$ cat src/rtl/multi_bit_cycropuf_crp_ctrl.sv
// Challenge-response controller for a multi-bit CycRO PUF: reset, settle, sample, majority vote.
// Optional CYCROPUF_STABILITY_MASK_EN builds the per-bit capture-disagreement flags on rsp_unstable.
module multi_bit_cycropuf_crp_ctrl #(
    parameter int WIDTH         = 6,
    parameter int NUM_SAMPLES   = 7,
    parameter int SETTLE_CYCLES = 16
) (
    input  logic             clk,
    input  logic             reset,
    input  logic             req_valid,
    output logic             req_ready,
    input  logic [WIDTH-1:0] req_chal,
    output logic [WIDTH-1:0] puf_chal,
    output logic             puf_enable,
    output logic             puf_reset,
    input  logic [WIDTH-1:0] puf_resp,
    output logic             rsp_valid,
    input  logic             rsp_ready,
    output logic [WIDTH-1:0] rsp_data,
    output logic [WIDTH-1:0] rsp_chal,
    output logic [WIDTH-1:0] rsp_unstable
);

    localparam int unsigned W    = WIDTH;
    localparam int          OW   = $clog2(NUM_SAMPLES + 1);
    localparam int          CMAX = (SETTLE_CYCLES > NUM_SAMPLES) ? SETTLE_CYCLES : NUM_SAMPLES;
    localparam int          CLIM = (CMAX > 2) ? CMAX : 2;
    localparam int          CW   = (CLIM > 2) ? $clog2(CLIM) : 1;

    localparam logic [OW-1:0] HALF = OW'(NUM_SAMPLES / 2);

    typedef enum logic [2:0] {
        IDLE,
        PUF_RST,
        SETTLE,
        SAMPLE,
        DONE
    } state_t;

    state_t          state;
    state_t          state_nxt;
    logic [CW-1:0]   cnt;
    logic            accept;
    logic            capture;
    logic [OW-1:0]   ones [W];

    always_ff @(posedge clk or negedge reset) begin
        if (!reset) begin
            state <= IDLE;
        end else begin
            state <= state_nxt;
        end
    end

    always_comb begin
        state_nxt  = state;
        req_ready  = 1'b0;
        puf_enable = 1'b0;
        puf_reset  = 1'b0;
        rsp_valid  = 1'b0;
        accept     = 1'b0;
        capture    = 1'b0;
        case (state)
            IDLE: begin
                req_ready = 1'b1;
                if (req_valid) begin
                    accept    = 1'b1;
                    state_nxt = PUF_RST;
                end
            end
            PUF_RST: begin
                puf_reset = 1'b1;
                if (cnt == CW'(1)) state_nxt = SETTLE;
            end
            SETTLE: begin
                puf_enable = 1'b1;
                if (cnt == CW'(SETTLE_CYCLES - 1)) state_nxt = SAMPLE;
            end
            SAMPLE: begin
                puf_enable = 1'b1;
                capture    = 1'b1;
                if (cnt == CW'(NUM_SAMPLES - 1)) state_nxt = DONE;
            end
            DONE: begin
                rsp_valid = 1'b1;
                if (rsp_ready) state_nxt = IDLE;
            end
            default: state_nxt = IDLE;
        endcase
        // Hold the PUF in reset for as long as the controller itself is in reset.
        if (!reset) puf_reset = 1'b1;
    end

    // Phase counter restarts on every state change.
    always_ff @(posedge clk or negedge reset) begin
        if (!reset) begin
            cnt <= '0;
        end else if (state_nxt != state) begin
            cnt <= '0;
        end else if (state == PUF_RST || state == SETTLE || state == SAMPLE) begin
            cnt <= cnt + CW'(1);
        end
    end

    always_ff @(posedge clk or negedge reset) begin
        if (!reset) begin
            puf_chal <= '0;
            for (int unsigned b = 0; b < W; b++) ones[b] <= '0;
        end else begin
            if (accept) puf_chal <= req_chal;
            if (state == PUF_RST) begin
                for (int unsigned b = 0; b < W; b++) ones[b] <= '0;
            end else if (capture) begin
                for (int unsigned b = 0; b < W; b++) ones[b] <= ones[b] + OW'(puf_resp[b]);
            end
        end
    end

    always_comb begin
        rsp_data = '0;
        for (int unsigned b = 0; b < W; b++) rsp_data[b] = (ones[b] > HALF);
    end

    assign rsp_chal = puf_chal;

`ifdef CYCROPUF_STABILITY_MASK_EN
    localparam logic [OW-1:0] NSAMP = OW'(NUM_SAMPLES);

    always_comb begin
        rsp_unstable = '0;
        for (int unsigned b = 0; b < W; b++) rsp_unstable[b] = (ones[b] != '0) && (ones[b] < NSAMP);
    end
`else
    assign rsp_unstable = '0;
`endif

endmodule
$ cat config.mk
export PLATFORM = sky130hd
export DESIGN_NAME = multi_bit_cycropuf_crp_ctrl
export DESIGN_NICKNAME = d
export VERILOG_FILES = /design/src/rtl/multi_bit_cycropuf_crp_ctrl.sv
export SDC_FILE = /design/constraint.sdc
export NUM_CORES = 1
export LEC_CHECK = 0
export ABC_AREA = 1
export BUFFER_PORTS_ARGS = -buffer_cell sky130_fd_sc_hd__buf_2
export CAP_MARGIN = 20
export CELL_PAD_IN_SITES_DETAIL_PLACEMENT = 1
export CELL_PAD_IN_SITES_GLOBAL_PLACEMENT = 1
export CORE_ASPECT_RATIO = 1.1
export CORE_MARGIN = 1
export CORE_UTILIZATION = 39
export CTS_CLUSTER_SIZE = 40
export DETAILED_ROUTE_END_ITERATION = 8
export PLACE_DENSITY_LB_ADDON = 0.1
export SETUP_SLACK_MARGIN = 0.02
export SLEW_MARGIN = 20
export SYNTH_ARGS = -nofsm -noshare
export SYNTH_HDL_FRONTEND = slang
export SYNTH_SLANG_ARGS = --single-unit
$ cat constraint.sdc
create_clock -name clk -period 1.4 [get_ports clk]
set_input_delay 0.28 -clock clk [delete_from_list [all_inputs] [get_ports clk]]
set_output_delay 0.28 -clock clk [all_outputs]
set_load 0.005 [all_outputs]
# Yosys cells after proc, flatten, opt, wreduce, memory -nomap -nowiden
# Index checks and enable logic that the tools add are counted.
[word_totals]
ff_bits = 31
input_bits = 16
out_inout_bits = 28
wordCells = 54
[op_classes]
n_addsub = 7
magnitude_cmp = 6
eq_ne = 8
mux = 18
reduce_logical = 6
[ops]
columns = ["cell", "count"]
rows = [
  ["$mux 18", 2],
  ["$add 3x1->3", 6],
  ["$gt 3x2->1 const B", 6],
  ["$mux 3", 5],
  ["$pmux 3 s5", 1],
  ["$mux 1", 8],
  ["$mux 4", 2],
  ["$eq 3x2->1 const B", 2],
  ["$add 4x1->4 const B", 1],
  ["$eq 4x1->1 const B", 1],
  ["$eq 4x3->1 const B", 1],
  ["$eq 4x4->1 const B", 1],
  ["$reduce_bool 2->1", 2],
  ["$eq 3x1->1 const B", 1],
  ["$eq 3x3->1 const B", 1],
  ["$logic_not 3->1", 1],
  ["$ne 3x3->1", 1],
  ["$logic_or 1x1->1", 2],
  ["$reduce_or 2->1", 1],
]

# Depth between registers and ports, before layout
# Gate-level depths: netlist (run 1).
[depth]
word_depth = 5
depth_mapped = 10
mapped_depth_nobuf = 10

# Worst setup path after synthesis (run 1)
# No wires, ideal clock.
[synth_timing]
path_type = "reg2reg"
from = "reg cnt[0]"
to = "reg cnt[3]"
setup_time_ns = 0.120
arrival_ns = 1.152
required_ns = 1.280
slack_ns = 0.129
path_stages_with_launch = 11
n_path_buf = 0
period_less_slack_ns = 1.271
cell_sequence = "dfrtp_1 inv_1 ha_1 nand2_1 nor2_1 nor2_1 nor2_2 nand2_2 nand2_2 nand3_2 nor2_1"
[synth_between]
elab_chain_cells = 5
word_cells_on_any_way = 12
cone_classes = "1 x add/sub; 4 x eq/ne; 6 x mux; 1 x reduce/logical"
[synth_lines]
columns = ["item", "line", "text"]
rows = [
  ["from (decl)", "42", "logic [CW-1:0] cnt;"],
  ["from (signal assigned)", "101", "cnt <= cnt + CW'(1);"],
  ["$eq 4x3->1, or another cell as far along", "82", "if (cnt == CW'(NUM_SAMPLES - 1)) state_nxt = DONE;"],
  ["$mux 3 (on tied branches)", "82, 73, 77", ""],
  ["$pmux 3 s5 *", "63", "case (state)"],
  ["named net state_nxt[0]", "41", "state_t state_nxt;"],
  ["$ne 3x3->1 *", "98", "end else if (state_nxt != state) begin"],
  ["$mux 4 / $reduce_bool 2->1 (equally long branches)", "--", ""],
]
# Mark *: on every way through the listed nets, which the timed path passes. The rest lies on a longest branch. The select of a mux whose other input is x is not followed.
# A chain may end at the register's enable or synchronous reset.

# Worst setup path in the final report (run 1)
[layout_timing]
from = "reg state[0]"
to = "reg cnt[2]"
[layout_between]
elab_chain_cells = 4
word_cells_on_any_way = 16
cone_classes = "5 x eq/ne; 7 x mux; 4 x reduce/logical"
[layout_lines]
columns = ["item", "line", "text"]
rows = [
  ["from (decl)", "40", "state_t state;"],
  ["from (signal assigned)", "51", "state <= state_nxt;"],
  ["$eq 3x3->1, or another cell as far along", "63", ""],
  ["$pmux 3 s5 / $logic_or 1x1->1 (equally long branches)", "63, 100", ""],
  ["$ne 3x3->1 / $logic_or 1x1->1 (equally long branches)", "98, 100", ""],
  ["$mux 4 / $reduce_bool 2->1 (equally long branches)", "--", ""],
]
# Parallel ways exist; a longest one is shown, timed or not.

==> results of run 1 <==
[what timing repair did]
| item | CTS | global route |
|---|---|---|
| pin swaps | 4 | 6 |
| setup endpoints to repair | 7 | 9 |
| buffers inserted | 11 | 5 |
| resized for setup | 12 | 33 |
[synth_stat cells]
library cell	number	area, sq um
sky130_fd_sc_hd__inv_2	2	7.51
sky130_fd_sc_hd__nor2_2	1	6.26
sky130_fd_sc_hd__nand2_1	55	206
sky130_fd_sc_hd__nor2_4	3	33.8
sky130_fd_sc_hd__o31ai_1	1	7.51
sky130_fd_sc_hd__o21ai_0	2	10.0
sky130_fd_sc_hd__nand3b_1	1	7.51
sky130_fd_sc_hd__nand2_2	4	25.0
sky130_fd_sc_hd__buf_4	14	105
sky130_fd_sc_hd__nand3_1	18	90.1
sky130_fd_sc_hd__inv_6	1	8.76
sky130_fd_sc_hd__ha_1	15	188
sky130_fd_sc_hd__nand3_2	2	20.0
sky130_fd_sc_hd__dfrtp_1	31	776
sky130_fd_sc_hd__buf_6	1	11.3
sky130_fd_sc_hd__nor3_1	1	5.00
sky130_fd_sc_hd__clkbuf_1	8	30.0
sky130_fd_sc_hd__nor2_1	15	56.3
sky130_fd_sc_hd__inv_1	8	30.0
sky130_fd_sc_hd__conb_1	1	3.75
sky130_fd_sc_hd__a21oi_1	6	30.0
sky130_fd_sc_hd__xor2_1	9	78.8
[critical path, stage by stage, from the launching register on]
cell	delay, ps
sky130_fd_sc_hd__dfrtp_2	460
sky130_fd_sc_hd__buf_4	150
sky130_fd_sc_hd__nand3_2	120
sky130_fd_sc_hd__nor3_1	70
sky130_fd_sc_hd__o21ai_0	410
sky130_fd_sc_hd__nand3_4	170
sky130_fd_sc_hd__nor2_2	140
[power by group through the flow]
stage	Combinational (mW)	Sequential, mW	Clock [mW]
floorplan	1.24	1.40	0
global route	2.66	1.51	0.956
global placement	1.58	1.43	0
detailed placement	1.69	1.47	0
CTS	2.00	1.45	0.912
finish	2.39	1.47	0.905
[cells by family (layout without fill, tap and decap cells)]
logic type,count (synthesis),after routing
AOI/OAI and AO/OA,9,9
adders and majority gates,15,15
and+or+nand+nor,100,100
xor gates and xnor gates,9,9
other,1,6
buffers and inverters,34,77
DFF,31,31
[per-layer routing]
metal | routed length, microns | GRT usage | vias to the layer above
li1 | - | - | 699
met1 | 1720 | 0.204 | 719
met2 | 2680 | 0.371 | 29
met3 | 156 | 0.0487 | 4
met4 | 64 | 0.0652 | 0
met5 | 0 | 0 | -
[area by class of cell]
type | count | area [sq um] | area share
clock buffers | 5 | 68.8 | 0.0300
clock inverters | 3 | 43.8 | 0.0191
inverters | 11 | 51.3 | 0.0223
multi-input cells | 139 | 905 | 0.394
flip-flops and latches | 31 | 782 | 0.341
well taps | 54 | 67.6 | 0.0294
repair buffers | 58 | 378 | 0.165
[state kept, by name (all words and copies together), names as in the netlist]
register and cells:
ones 18, puf_chal 6, cnt 4, state 3
[metrics by stage]
step | cells | hold WS [ps] | worst slack (ps) | cell area, sq um | utilization
finish | 301 | 56.2 | -193 | 2300 | 0.536
global route | 301 | 80.6 | -264 | 2300 | 0.536
CTS | 296 | 61.4 | -85.3 | 2150 | 0.501
detailed placement | 277 | 380 | -115 | 1910 | 0.446
global placement | 277 | 372 | 62.1 | 1910 | 0.446
floorplan | 204 | -15.6 | 129 | 1760 | -
[final timing paths]
check                      slack, ps   startpoint     endpoint  cells past startpoint
hold reg to reg                  490  puf_chal[1]  puf_chal[1]                      2
setup reg to reg                -190     state[0]       cnt[2]                      6
setup / recovery                -190     state[0]       cnt[2]                      6
max in group asynchronous       1030        reset       cnt[1]                      2
hold / removal                    60        reset      ones[1]                      2
min in group clk                 200  req_chal[1]  puf_chal[1]                      3
==> impl_summary.log, run 1 <==
[metrics] status: finished, violations left
[metrics] failing checks: setup timing
[metrics] clock root cell: sky130_fd_sc_hd__clkbuf_8
[metrics] number of instances in the synthesized netlist: ~200
[metrics] leakage power total: roughly 1.3 nW
[metrics] vias post-DR: about 1500
[metrics] Final WS setup: -193 ps
[metrics] Max FO, Critical Path: 4
[metrics] Peak Freq: about 630 MHz
[metrics] clock transition at the register clock pins on the worst setup and hold paths after CTS: 70 ps
[metrics] height of the die: just over 70 microns
[metrics] data arrival time of the worst path: between 1500 and 2000 ps
[metrics] pin count of the biggest net entering global routing: 32
[metrics] post-route clock skew: roughly 7.3 ps
[metrics] crit path capture type: flop
[metrics] total chip power: ~4.8 mW
[metrics] net count reported at finish: 277
[metrics] number of inserted filler cells in the final layout: a little over 500
[metrics] areal power density over the cells: 2070 nW/um^2
[metrics] row cnt: 25
[metrics] vias in the first global route: about 1600
[metrics] number of library cell types mapped by synthesis: 22
[metrics] H-tree lvl count: 2
[metrics] post-synthesis sequential area ratio: 0.447
[metrics] most frequent cells in the layout: sky130_fd_sc_hd__nand2_1 (46), sky130_fd_sc_hd__buf_2 (36), sky130_fd_sc_hd__dfrtp_1 (26)
[metrics] type of the most critical hold path: in -> async
[metrics] final routed wirelength across all metal layers: ~4600 microns
[metrics] final setup TNS: -1070 ps
[metrics] DPL Wire Length: about 2900 microns
[metrics] combinational cell fraction of total power: 0.501
[metrics] Worst IR Drop VDD: around 0.0009 V
[metrics] Sequential Power Share: 0.308
[metrics] final antenna-violating net count: 0
[metrics] crit share post-route: 1.14
[metrics] share of post-route cells with drive strength above 1: 0.441
[metrics] Hold Violations, Final: 0
[metrics] overall routing resource usage: 0.195
[metrics] Sinks on Clock Net: 31
[metrics] count of pins over their slew limit: 0
[metrics] Worst Setup Start Kind: flop
[metrics] wire length of the first global-routing pass: roughly 7000 microns
[metrics] cell internal pwr: 2.79 mW
[metrics] number of buffers created by CTS: 5
[metrics] number of antenna violations at the first check in global routing: 0
[metrics] Via density: 4.82
[metrics] most frequent standard cell in the layout excluding fill and tap cells: sky130_fd_sc_hd__nand2_1
[metrics] register bit total from synthesis: 31
[metrics] horizontal die dimension: ~66 microns
[metrics] Synth Area in Adders: 0.108
[metrics] post-synthesis simple-gate area fraction: 0.259
[metrics] Yosys warning count: 0
[metrics] unrepaired setup endpoints after global routing: yes
[metrics] CP required: between 1500 and 2000 ps
[metrics] critical setup path kind: reg -> reg
[metrics] area of the mapped netlist: 1740 sq um
[metrics] number of buffers added to fix hold violations after cts: 0
[metrics] Antenna Cells: 0
[metrics] clock period minus final worst setup slack: about 1600 ps
[metrics] number of max-cap violations: 0
[metrics] synthesized-area fraction occupied by ao, oa, aoi and oai cells: 0.0274
[metrics] number of port buffers: 37
[metrics] initial DRC count: 55
[metrics] layout-stage area growth over the synthesis result: 32.2%
[metrics] Starting Density: 0.405
[metrics] dominant combinational cell family by area after synthesis: simple AND/OR/NAND/NOR gates
[metrics] total gr overflow: 0
[metrics] total DRC errors in the routed layout: 0
[metrics] parity-gate share of the synthesized area counting xor and xnor cells: 0.0454
[metrics] TritonCTS clock tree: done
[metrics] share of total power in the clock network: 0.190
[metrics] share of synthesized area spent on multiplexers: 0
[metrics] die area: approximately 4700 sq um
[metrics] routability congestion estimate: roughly 0.73
[metrics] Bufs on Longest Clock Path: 2
[metrics] average wire per standard cell: about 15 microns
[metrics] proportion of total power due to net switching: 0.413
[metrics] switching power: 1.97 mW
[metrics] DRT Pass-1 Iters: 4
[metrics] Mean Syn Cell Area: just under 9 sq um
[metrics] Clock Latency Late Sink: a little under 300 ps
[metrics] I/O pin total: 44
[metrics] core footprint: around 4300 sq um
[metrics] count of endpoints failing setup in the final report: 14
Note: power is estimated with default switching activity, not from simulation.
==> run 2, diff against run 1 <==
--- a/config.mk
+++ b/config.mk
@@ -15,6 +15,7 @@
 export CORE_UTILIZATION = 39
 export CTS_CLUSTER_SIZE = 40
 export DETAILED_ROUTE_END_ITERATION = 8
+export GPL_TIMING_DRIVEN = 0
 export PLACE_DENSITY_LB_ADDON = 0.1
 export SETUP_SLACK_MARGIN = 0.02
 export SLEW_MARGIN = 20
==> run 2 against run 1 <==
  * The run ends with hold timing, setup timing left
  * Largest cell class unchanged
  * Highest routed layer unchanged
  * Register-to-register slack improved by 100 ps
  * Critical path depth rose by 4
  * Final area rose by 3.5%
  * Total power fell by 2.6%
  * Core utilization rose by 1.9 points
==> impl_summary.log, run 2 (synthesis results as in run 1) <==
[metrics] status: finished, violations left
[metrics] failing checks: hold timing, setup timing
[metrics] clock root cell: sky130_fd_sc_hd__clkbuf_8
[metrics] wire length of the first global-routing pass: 6380 microns (-7.2%)
[metrics] DPL Wire Length: 2690 microns (-6.5%)
[metrics] areal power density over the cells: 1950 nW/um^2 (-5.9%)
[metrics] largest registers: ones x18, puf_chal x6, cnt x4
[metrics] placed instance count: 295 (+6.5%)
[metrics] clock transition at the register clock pins on the worst setup and hold paths after CTS: 60 ps (about the same)
[metrics] crit share post-route: 1.06 (-0.0750)
[metrics] CP required: 1600 ps (-30 ps)
[metrics] clock period minus final worst setup slack: 1490 ps (-105 ps)
[metrics] die area: 4720 sq um (unchanged)
[metrics] Bufs on Longest Clock Path: 2 (unchanged)
[metrics] Sinks on Clock Net: 31 (unchanged)
[metrics] number of buffers created by CTS: 5 (unchanged)
[metrics] post-route clock skew: 2.09 ps (-5.25 ps)
[metrics] number of max-cap violations: 0 (unchanged)
[metrics] number of antenna violations at the first check in global routing: 0 (unchanged)
[metrics] leakage power total: 1.29 nW (+2.6%)
[metrics] most frequent standard cell in the layout excluding fill and tap cells: sky130_fd_sc_hd__nand2_1
[metrics] final routed wirelength across all metal layers: 4120 microns (-11%)
[metrics] Post-Layout Cell Count: 316 (+5.0%)
[metrics] total chip power: 4.63 mW (-2.6%)
[metrics] layout-stage area growth over the synthesis result: 36.8%
[metrics] core utilization of the finished layout: 0.554 (+0.0187)
[metrics] Worst IR Drop VDD: 0.000690 V (-23%)
[metrics] routability congestion estimate: 0.749 (+2.5%)
[metrics] unrepaired setup endpoints after global routing: yes
[metrics] TritonCTS clock tree: done
[metrics] count of pins over their slew limit: 0 (unchanged)
[metrics] data arrival time of the worst path: 1690 ps (-130 ps)
[metrics] vias post-DR: 1463 (+0.83%)
[metrics] horizontal die dimension: 65.6 microns (unchanged)
[metrics] most frequent cells in the layout: sky130_fd_sc_hd__nand2_1 (45), sky130_fd_sc_hd__buf_2 (35), sky130_fd_sc_hd__buf_4 (28), sky130_fd_sc_hd__dfrtp_1 (28), sky130_fd_sc_hd__nand3_1 (16)
[metrics] core footprint: 4290 sq um (unchanged)
[metrics] Hold Violations, Final: 31 (+31)
[metrics] count of endpoints failing setup in the final report: 8 (-6)
[metrics] Max FO, Critical Path: 4 (unchanged)
[metrics] Peak Freq: 672 MHz (+7.1%)
[metrics] I/O pin total: 44 (unchanged)
[metrics] total DRC errors in the routed layout: 0 (unchanged)
[metrics] critical setup path kind: reg -> reg
[metrics] Worst Setup Start Kind: flop
[metrics] overall routing resource usage: 0.177 (-0.0176)
[metrics] Starting Density: 0.405 (unchanged)
[metrics] worst-case hold slack: -53.4 ps (-110 ps)
[metrics] initial DRC count: 75 (+36%)
[metrics] number of inserted filler cells in the final layout: 514 (-0.96%)
[metrics] Via density: 4.63 (-4.0%)
[metrics] height of the die: 72.0 microns (unchanged)
[metrics] Clock Latency Late Sink: 270 ps (-20 ps)
[metrics] total gr overflow: 0 (unchanged)
[metrics] crit path capture type: flop
[metrics] DRT Pass-1 Iters: 2 (-2)
[metrics] pin count of the biggest net entering global routing: 33 (+3.1%)
[metrics] net count reported at finish: 293 (+5.8%)
[metrics] type of the most critical hold path: in -> async
[metrics] Antenna Cells: 0 (unchanged)
[metrics] register with the most flip-flops: ones
[metrics] H-tree lvl count: 2 (unchanged)
[metrics] average wire per standard cell: 13.0 microns (-15%)
[metrics] vias in the first global route: 1412 (-9.2%)
[metrics] number of port buffers: 37 (unchanged)
[metrics] share of post-route cells with drive strength above 1: 0.447 (+0.00527)
[metrics] final antenna-violating net count: 0 (unchanged)
[metrics] Largest register FFs: 18 (unchanged)
[metrics] row cnt: 25 (unchanged)
[metrics] Final WS setup: -87.7 ps (+105 ps)
run 2: changes by cell type in the layout (fill, tap and decap cells not counted), sizes merged:
cell / before / now
clkbuf: 5 / 12
buf: 58 / 68
bufinv: 1 / 0
clkinv: 3 / 2
run 2: routing by layer:
layer  up-vias  global-route usage  routed length [microns]
li1        731                   -                        -
met1       706               0.213                     1840
met2        24               0.305                     2120
met3         2              0.0456                      124
met4         0              0.0580                       38
met5         -                   0                        0
run 2: worst max-delay path: stages, from the launching register on:
cell and delay (ps):
sky130_fd_sc_hd__dfrtp_1 400, sky130_fd_sc_hd__inv_2 80, sky130_fd_sc_hd__ha_4 120, sky130_fd_sc_hd__nand2_2 60
sky130_fd_sc_hd__nor2_2 120, sky130_fd_sc_hd__nor2_2 60, sky130_fd_sc_hd__nor2_2 170, sky130_fd_sc_hd__nand2_2 90
sky130_fd_sc_hd__nand2_2 90, sky130_fd_sc_hd__nand3_4 100, sky130_fd_sc_hd__nor2_1 110
run 2: stage by stage:
step	setup WS, ps	hold WS (ps)	instance area [sq um]	setup TNS [ps]
6_report	-87.7	-53.4	2380	-405
5_1_grt	-210	-30.8	2380	-1210
4_1_cts	-37.7	-45.3	2190	-211
3_5_place_dp	-58.6	388	2010	-683
3_3_place_gp	-75.1	395	2010	-280
2_1_floorplan	129	-15.6	1760	0
run 2: power by group:
part | internal [mW] | switching [mW] | total (mW)
logic | 1.15 | 1.33 | 2.48
clock network | 0.385 | 0.322 | 0.707
registers | 1.20 | 0.252 | 1.45
run 2: final cells by class:
class / instances / area, sq um / share of cell area
multi-input cells: 139 / 913 / 0.384
well taps: 54 / 67.6 / 0.0284
repair buffers: 53 / 325 / 0.137
inverters: 11 / 63.8 / 0.0269
plain buffers: 21 / 139 / 0.0585
clock inverters: 1 / 5.00 / 0.00211
clock buffers: 6 / 82.6 / 0.0348
flip-flops and latches: 31 / 779 / 0.328
run 2: path summary, 6_finish.rpt:
check                             from     endpoint  cells after the start  slack, ps
setup / recovery                cnt[0]       cnt[1]                     10        -90
hold / removal                   reset     ones[17]                      1        -50
setup reg to reg                cnt[0]       cnt[1]                     10        -90
hold reg to reg               ones[16]     ones[16]                      2        490
max in group asynchronous        reset     state[2]                      1       1120
min in group clk           req_chal[4]  puf_chal[4]                      3        210
run 2: repair_timing:
action / in CTS / in global routing
endpoints found under the setup margin: 23 / 31
pin swaps: 1 / 15
setup buffers: 8 / 8
endpoints found under the hold margin: 31 / 31
gates resized for setup: 12 / 40
